[src/rtl/encoder_out_fifo_pkg.sv]
// Shared definitions for the encoder output FIFO: pointer sizing, entry layout, reset constants.
package encoder_out_fifo_pkg;

    localparam int EOF_BUS_SIZE = 32;
    localparam int EOF_DEPTH    = 8;

    // Stored word layout {last, data}; the top and the array keep this bit order for any BUS_SIZE.
    typedef struct packed {
        logic                    last;
        logic [EOF_BUS_SIZE-1:0] data;
    } eof_entry_t;

    localparam logic [31:0] EOF_PTR_RST = '0;

    function automatic int eof_addr_w(input int depth);
        return (depth <= 2) ? 1 : $clog2(depth);
    endfunction

endpackage

[src/rtl/encoder_out_fifo_mem.sv]
// Simple dual-port storage for the encoder output FIFO: registered write, asynchronous read.
module encoder_out_fifo_mem
    import encoder_out_fifo_pkg::*;
#(
    parameter  int DEPTH = EOF_DEPTH,
    parameter  int WIDTH = EOF_BUS_SIZE + 1,
    localparam int AW    = eof_addr_w(DEPTH)
) (
    input  logic             clk,
    input  logic             i_we,
    input  logic [AW-1:0]    i_waddr,
    input  logic [WIDTH-1:0] i_wdata,
    input  logic [AW-1:0]    i_raddr,
    output logic [WIDTH-1:0] o_rdata
);

    logic [WIDTH-1:0] r_mem [DEPTH];

    always_ff @(posedge clk) begin
        if (i_we) begin
            r_mem[i_waddr] <= i_wdata;
        end
    end

    assign o_rdata = r_mem[i_raddr];

endmodule

[src/rtl/encoder_out_fifo.sv]
// Registered-output FIFO between the encoder and the external do_* bus.
// Define ENCODER_OUT_FIFO_BYPASS_EN to let words skip the array when it is empty (1-edge latency).
module encoder_out_fifo
    import encoder_out_fifo_pkg::*;
#(
    parameter  int BUS_SIZE = EOF_BUS_SIZE,
    parameter  int DEPTH    = EOF_DEPTH,
    localparam int ADDR_W   = eof_addr_w(DEPTH)
) (
    input  logic                clk,
    input  logic                rst_n,
    input  logic [BUS_SIZE-1:0] in_data,
    input  logic                in_valid,
    input  logic                in_last,
    output logic                in_ready,
    output logic [BUS_SIZE-1:0] do_data,
    output logic                do_valid,
    output logic                do_last,
    input  logic                do_ready,
    output logic [ADDR_W+1:0]   level,
    output logic [ADDR_W+1:0]   msg_count
);

    localparam logic [ADDR_W:0]   PTR_ONE = 1;
    localparam logic [ADDR_W+1:0] CNT_ONE = 1;

    logic [ADDR_W:0]     r_wr_ptr, r_rd_ptr;
    logic [BUS_SIZE-1:0] r_do_data;
    logic                r_do_last, r_do_valid;
    logic [ADDR_W+1:0]   r_level, r_msg_count;

    logic                w_full, w_empty, w_acc, w_cons, w_out_free, w_load, w_byp, w_we;
    logic [BUS_SIZE:0]   w_rd_entry;

    assign w_full     = (r_wr_ptr[ADDR_W] != r_rd_ptr[ADDR_W]) &&
                        (r_wr_ptr[ADDR_W-1:0] == r_rd_ptr[ADDR_W-1:0]);
    assign w_empty    = (r_wr_ptr == r_rd_ptr);
    assign w_acc      = in_valid && !w_full;
    assign w_cons     = r_do_valid && do_ready;
    assign w_out_free = !r_do_valid || do_ready;
    assign w_load     = !w_empty && w_out_free;

`ifdef ENCODER_OUT_FIFO_BYPASS_EN
    // Only when the array is empty, so ordering against stored words is preserved.
    assign w_byp = w_acc && w_empty && w_out_free;
`else
    assign w_byp = 1'b0;
`endif

    assign w_we = w_acc && !w_byp;

    encoder_out_fifo_mem #(
        .DEPTH (DEPTH),
        .WIDTH (BUS_SIZE + 1)
    ) u_mem (
        .clk     (clk),
        .i_we    (w_we),
        .i_waddr (r_wr_ptr[ADDR_W-1:0]),
        .i_wdata ({in_last, in_data}),
        .i_raddr (r_rd_ptr[ADDR_W-1:0]),
        .o_rdata (w_rd_entry)
    );

    always_ff @(posedge clk or negedge rst_n) begin
        if (!rst_n) begin
            r_wr_ptr <= EOF_PTR_RST[ADDR_W:0];
            r_rd_ptr <= EOF_PTR_RST[ADDR_W:0];
        end else begin
            if (w_we)   r_wr_ptr <= r_wr_ptr + PTR_ONE;
            if (w_load) r_rd_ptr <= r_rd_ptr + PTR_ONE;
        end
    end

    always_ff @(posedge clk or negedge rst_n) begin
        if (!rst_n) begin
            r_do_data  <= '0;
            r_do_last  <= 1'b0;
            r_do_valid <= 1'b0;
        end else if (w_load) begin
            r_do_data  <= w_rd_entry[BUS_SIZE-1:0];
            r_do_last  <= w_rd_entry[BUS_SIZE];
            r_do_valid <= 1'b1;
        end else if (w_byp) begin
            r_do_data  <= in_data;
            r_do_last  <= in_last;
            r_do_valid <= 1'b1;
        end else if (w_cons) begin
            r_do_valid <= 1'b0;
        end
    end

    always_ff @(posedge clk or negedge rst_n) begin
        if (!rst_n) begin
            r_level     <= '0;
            r_msg_count <= '0;
        end else begin
            case ({w_acc, w_cons})
                2'b10:   r_level <= r_level + CNT_ONE;
                2'b01:   r_level <= r_level - CNT_ONE;
                default: r_level <= r_level;
            endcase
            case ({w_acc && in_last, w_cons && r_do_last})
                2'b10:   r_msg_count <= r_msg_count + CNT_ONE;
                2'b01:   r_msg_count <= r_msg_count - CNT_ONE;
                default: r_msg_count <= r_msg_count;
            endcase
        end
    end

    assign in_ready  = !w_full;
    assign do_data   = r_do_data;
    assign do_last   = r_do_last;
    assign do_valid  = r_do_valid;
    assign level     = r_level;
    assign msg_count = r_msg_count;

endmodule

[config.mk]
export PLATFORM = sky130hd
export DESIGN_NAME = encoder_out_fifo
export DESIGN_NICKNAME = d
export VERILOG_FILES = /design/src/rtl/encoder_out_fifo_pkg.sv /design/src/rtl/encoder_out_fifo_mem.sv /design/src/rtl/encoder_out_fifo.sv
export SDC_FILE = /design/constraint.sdc
export NUM_CORES = 1
export LEC_CHECK = 0
export ABC_AREA = 1
export BUFFER_PORTS_ARGS = -buffer_cell sky130_fd_sc_hd__buf_2
export CORE_MARGIN = 2
export CORE_UTILIZATION = 45
export CTS_CLUSTER_DIAMETER = 50
export DETAILED_ROUTE_END_ITERATION = 16
export PLACE_DENSITY_LB_ADDON = 0.1
export SKIP_CTS_REPAIR_TIMING = 1
export SLEW_MARGIN = 20
export SYNTH_ARGS = -nofsm -noshare
export SYNTH_HDL_FRONTEND = slang
export SYNTH_HIERARCHICAL = 1
export SYNTH_SLANG_ARGS = --single-unit
[constraint.sdc]
create_clock -name clk -period 4.3 [get_ports clk]
set_clock_uncertainty 0.05 [all_clocks]
set_input_delay 0.645 -clock clk [delete_from_list [all_inputs] [get_ports clk]]
set_output_delay 0.645 -clock clk [all_outputs]
set_load 0.05 [all_outputs]
# --- Word-level counts from Yosys, hierarchy flattened ---
# Memories as Yosys holds them, arrays and structs flattened. A register that Yosys moved wholly into a read port is not among the register bits.
# Cells that the tools add are included.
op_classes:
  reduce_logical: 14
  mux: 6
  add_sub_neg: 6
  eq_ne: 7
op_table:
  columns: ["op", "n"]
  rows:
  - ["$pmux W5 S2", 2]
  - ["$add A5 B1 Y5 const B", 2]
  - ["$sub A5 B1 Y5 const B", 2]
  - ["$add A4 B1 Y4 const B", 2]
  - ["$logic_and A1 B1 Y1", 6]
  - ["$reduce_bool A2 Y1", 3]
  - ["$eq A2 B1 Y1 const B", 2]
  - ["$eq A2 B2 Y1 const B", 2]
  - ["$eq A4 B4 Y1", 1]
  - ["$logic_not A1 Y1", 4]
  - ["$mux W1", 4]
  - ["$eq A3 B3 Y1", 1]
  - ["$logic_or A1 B1 Y1", 1]
  - ["$ne A1 B1 Y1", 1]
totals:
  mem_bits_rw: 264
  reg_bits: 19
  input_bits: 37
  mem_count: 1
  output_inout_bits: 45
mem_list:
  columns: ["name", "depth", "word_bits", "read_ports", "rd_ports_with_merged_regs", "write_ports", "line_no", "text"]
  rows:
  - ["u_mem.r_mem", 8, 33, 1, 1, 1, "encoder_out_fifo_mem.sv:17", "logic [WIDTH-1:0] r_mem [DEPTH];"]

# --- Longest topological paths before layout ---
depth:
  word_depth: 7
  mapped_depth: 17
  ltp_nobuf: 17

# --- Modules after synthesis ---
# Netlist, hierarchy kept.
by_module_without_submodules:
  columns: ["module", "cells_each", "area_each_um2", "seq_area_each_um2", "n_inst"]
  rows:
  - ["encoder_out_fifo_mem", 1159, 11566.1, 7927.6, 1]
  - ["encoder_out_fifo", 308, 2553.7, 1301.2, 1]

# --- Least setup slack after synthesis ---
# Ideal clock, no wire load.
synth_timing:
  path_type: "flip-flop to flip-flop"
  from: "register r_wr_ptr[2]"
  to: "memory u_mem/r_mem[1][0] (netlist bit) (enable)"
  stages_incl_launch_ff: 10
  setup_ns: 0.423
  arrival_ns: 2.945
  required_ns: 3.827
  n_path_buf: 0
  setup_slack_ns: 0.882
  path_cell_list: "dfrtp_1 -> inv_1 -> nand2_1 -> nand2_1 -> nor2_1 -> nand2_1 -> nand2_1 -> inv_1 -> nand2_1 -> nor2_1"
synth_via:
  elab_chain_cells: 6
synth_lines:
  columns: ["element", "line_no", "text"]
  rows:
  - ["start: declaration", "encoder_out_fifo.sv:27", "logic [ADDR_W:0] r_wr_ptr, r_rd_ptr;"]
  - ["start signal: assignment", "encoder_out_fifo.sv:66", "r_wr_ptr <= EOF_PTR_RST[ADDR_W:0];"]
  - ["start signal: assignment", "encoder_out_fifo.sv:69", "if (w_we) r_wr_ptr <= r_wr_ptr + PTR_ONE;"]
  - ["$eq A3 B3 Y1", "encoder_out_fifo.sv:36", "(r_wr_ptr[ADDR_W-1:0] == r_rd_ptr[ADDR_W-1:0]);"]
  - ["$logic_and A1 B1 Y1", "encoder_out_fifo.sv:35", "assign w_full = (r_wr_ptr[ADDR_W] != r_rd_ptr[ADDR_W]) &&"]
  - ["$logic_not A1 Y1", null, null]
  - ["named net in_ready", "encoder_out_fifo.sv:15", "output logic in_ready,"]
  - ["$logic_and A1 B1 Y1", "encoder_out_fifo.sv:38", "assign w_acc = in_valid && !w_full;"]
  - ["named net w_acc", "encoder_out_fifo.sv:32", "logic w_full, w_empty, w_acc, w_cons, w_out_free, w_load, w_byp, w_we;"]
  - ["$mux W1", "encoder_out_fifo_mem.sv:20", "if (i_we) begin"]
  - ["$mux W1 (not written as such)", "encoder_out_fifo_mem.sv:21", "r_mem[i_waddr] <= i_wdata;"]
  - ["end: declaration", "encoder_out_fifo_mem.sv:17", null]
# The timed path passes the listed nets, and every way through them passes these cells.

# --- Worst setup path after layout ---
layout_timing:
  from: "register r_rd_ptr[1]"
  to: "memory u_mem/r_mem[4][11] (netlist bit) (enable)"
layout_via:
  elab_chain_cells: 6
layout_lines:
  columns: ["element", "line_no", "text"]
  rows:
  - ["start: declaration", "encoder_out_fifo.sv:27", null]
  - ["start signal: assignment", "encoder_out_fifo.sv:67", "r_rd_ptr <= EOF_PTR_RST[ADDR_W:0];"]
  - ["start signal: assignment", "encoder_out_fifo.sv:70", "if (w_load) r_rd_ptr <= r_rd_ptr + PTR_ONE;"]
  - ["$eq A3 B3 Y1", "encoder_out_fifo.sv:36", null]
  - ["$logic_and A1 B1 Y1", "encoder_out_fifo.sv:35", null]
  - ["$logic_not A1 Y1", "encoder_out_fifo.sv:38", null]
  - ["$logic_and A1 B1 Y1", "encoder_out_fifo.sv:38", null]
  - ["named net w_acc", "encoder_out_fifo.sv:32", null]
  - ["$mux W1", "encoder_out_fifo_mem.sv:20", null]
  - ["$mux W1 (not written as such)", "encoder_out_fifo_mem.sv:21", null]
# The timed path passes the listed nets, and every way through them passes these cells.

==> flow_summary.yaml <==
global_route:
  first_global_vias: 9301
  antenna_found_initial: 0
  grt_max_degree: 70
  grt.total_usage_pct: 20.4
  grt_pass1_wl_mm: 51.9
  grt.overflow.total: 0
synth:
  yosys_warnings: 6
  async_flop_share_pct: 16.5
  yosysMostFrequentCell: "nand2_1"
  synth_cell_types: 19
  synth_area_mm2: 0.0141
  synth_flop_cell: "edfxtp_1"
  ys_seq_area_share_pct: 65.4
  syn-num-nets: 1516
  synth-edff-count: 264
  syn_inst: 1467
  ys_top_cells_by_area: "edfxtp_1 (56%), nand2_1 (15%), dfrtp_1 (9.2%)"
  ys_top_cells_by_count: "nand2_1 (570), inv_1 (288), edfxtp_1 (264), nand3_1 (183), dfrtp_1 (52)"
  netlist.area_leader.share_pct: 56.1
  synth.largest_area_cell: "edfxtp_1"
  avgSynthCellArea_um2: 9.62
  synth-seq-cells: 316
worst_setup_path:
  rrSetupSlack_ns: 0.96
  arrival_ns: 3.50
  startpoint_type: "flip-flop"
  path_max_fanout: 25
  crit_required_ns: 4.46
  rr_startpoint: "r_rd_ptr[1]$_DFFE_PN0P_"
  r2r_cells: 9
  cp-end-kind: "flip-flop"
  crit_type: "reg -> reg"
  regToRegEndpoint: "u_mem/r_mem[4][11]$_DFFE_PP_"
floorplan:
  core_mm2: 0.0307
  dieArea_mm2: 0.0328
  io_pins: 82
  start_util_pct: 45.9
  placementRows: 64
  die_h_um: 181
  die_x_um: 181
clocking:
  htreeDepth: 2
  root_buffer: "clkbuf_16"
  path_clk_slew_ns: 0.06
  tritoncts: "yes"
  cts_made_buffers: 39
  clk_path_buf_depth: 3
  worstSkewPairLatency_ns: 0.53
  cts.sink_count: 316
sta:
  slew_violations: 0
  fmax_ghz: 0.300
  setup_viol: 0
  fin_crit_ns: 3.34
  slew_headroom_pct: 30.9
  period_share_pct: 77.6
  grt_setup_unrepaired: "no"
  setup-tns-final_ns: 0
  hold_viol: 0
  setup_ws_ns: 0.965
  tightest_slew_ns: 1.03
placed_design:
  post-place-ws_ns: 0.922
  place_inst: 1900
  dpl.hpwl_mm: 18.1
  gp_congestion: 0.746
  numPortBuffers: 81
hold_path:
  min_from: "in_data[15]"
  hold_depth: 1
  hold_path.class: "in -> reg"
  hold_end: "u_mem/r_mem[1][15]$_DFFE_PP_"
pwr:
  p_comb_share_pct: 37.5
  pwr-share-clk_pct: 27.4
  pwr-share-seq_pct: 35.0
  p_leak_nw: 7.76
  p_sw_share_pct: 40.5
  power.density_mw_per_mm2: 752
  power_mw: 12.2
  p_switching_mw: 4.93
  intPower_mw: 7.24
  ir_drop_mv: 0.511
cells_and_area:
  instances_no_fill: 1973
  drive_above_1_share_pct: 11.4
  insertedDiodeCount: 0
  finalNetCount: 1596
  areaGrowthSynthToFinish_pct: 14.7
route:
  wl_mm: 32.7
  drt_first_pass_iters: 5
  avgRoutedWirePerCell_um: 16.6
  via_per_inst: 4.81
  vias: 9481
  antenna_left: 0
  drcViolationCount: 0
  first_iter_violations: 695
run_status:
  outcome: "finished, final reports clean"
run:
  max-cap-violations: 0
[routing by layer]
| metal | part of all wire, % | routed length [um] | GRT usage [%] |
|---|---|---|---|
| met5 | 0 | 0 | 0 |
| met4 | 1.8 | 605 | 6.18 |
| met2 | 48 | 15600 | 34.1 |
| met3 | 5.1 | 1670 | 3.51 |
| met1 | 45 | 14900 | 27.3 |
[worst max path at each step]
stage                     cells past startpoint                            to  slack, ns                    start
after floorplan                               9   u_mem/r_mem[1][0]$_DFFE_PP_       0.88  r_wr_ptr[2]$_DFFE_PN0P_
after global placement                        9  u_mem/r_mem[4][17]$_DFFE_PP_       0.92  r_rd_ptr[1]$_DFFE_PN0P_
after detailed placement                      9  u_mem/r_mem[4][17]$_DFFE_PP_       0.92  r_rd_ptr[1]$_DFFE_PN0P_
after CTS                                     9  u_mem/r_mem[4][11]$_DFFE_PP_       0.91  r_rd_ptr[1]$_DFFE_PN0P_
after global routing                         10       do_data[13]$_DFFE_PN0P_       0.68  r_rd_ptr[0]$_DFFE_PN0P_
final                                         9  u_mem/r_mem[4][11]$_DFFE_PP_       0.96  r_rd_ptr[1]$_DFFE_PN0P_
[placed cells by master (no fill, tap or decap), types with 3 or more instances in the layout]
cell type	n
buf_2	81
buf_4	18
bufinv_16	5
clkbuf_1	7
clkbuf_16	41
clkinv_1	3
clkinv_2	8
dfrtp_1	50
edfxtp_1	264
ha_1	10
inv_1	287
inv_2	4
inv_6	4
nand2_1	568
nand3_1	183
nor2_1	7
nor2_4	8
o21ai_0	4
xnor2_1	4
xor2_1	5
[worst max-delay path, cell delays in order, from the launching register on]
cell,delay (ns)
dfrtp_2,0.75
nand2_1,0.10
nand2_1,0.07
nor2_1,0.05
nand2_1,0.17
nand2_1,0.21
inv_1,0.15
nand2_1,0.24
nor2_4,0.86
buf_4,0.35
[power by group through the flow]
stage / Sequential [mW] / Combinational [mW] / Clock (mW)
3_3_place_gp: 4.32 / 4.56 / 0
4_1_cts: 4.27 / 4.63 / 3.41
2_1_floorplan: 4.95 / 2.83 / 0
6_report: 4.26 / 4.57 / 3.34
5_1_grt: 4.33 / 5.16 / 3.54
3_5_place_dp: 4.32 / 4.62 / 0
[metrics by stage]
| stage | utilization, % | hold slack, ns | area [um2] |
|---|---|---|---|
| floorplan | - | 0.299 | 14100 |
| CTS | 52.6 | 0.252 | 16200 |
| global route | 52.7 | 0.353 | 16200 |
| global placement | 48.2 | 0.401 | 14800 |
| detailed placement | 48.3 | 0.404 | 14800 |
| finish | 52.7 | 0.354 | 16200 |
[sequential cells by signal (all words and copies together), names as in the netlist]
| register | cells |
|---|---|
| do_data | 32 |
| do_last | 1 |
| level | 5 |
| do_valid | 1 |
| msg_count | 5 |
| u_mem/r_mem | 264 |
| r_rd_ptr | 4 |
| r_wr_ptr | 4 |
[kinds of logic (layout without fill, tap and decap cells)]
kind of cell               Yosys count  in the layout  synth area share [%]
adders and majority gates           12             12                  1.17
buffers and inverters              355            465                  10.6
and+or+nand+nor                    769            769                  22.1
AOI/OAI and AO/OA                    6              6                 0.213
xor gates and xnor gates             9              9                 0.558
DFF                                316            316                  65.4
[cell type report]
cell class	instances	area (um2)
fillers	2795	14600
flip-flops and latches	316	9230
multi-input cells	796	3460
inverters	292	1100
clock buffers	49	1070
repair buffers	102	591
well taps	396	495
clock inverters	22	256
Note: power is estimated with default switching activity, not from simulation.
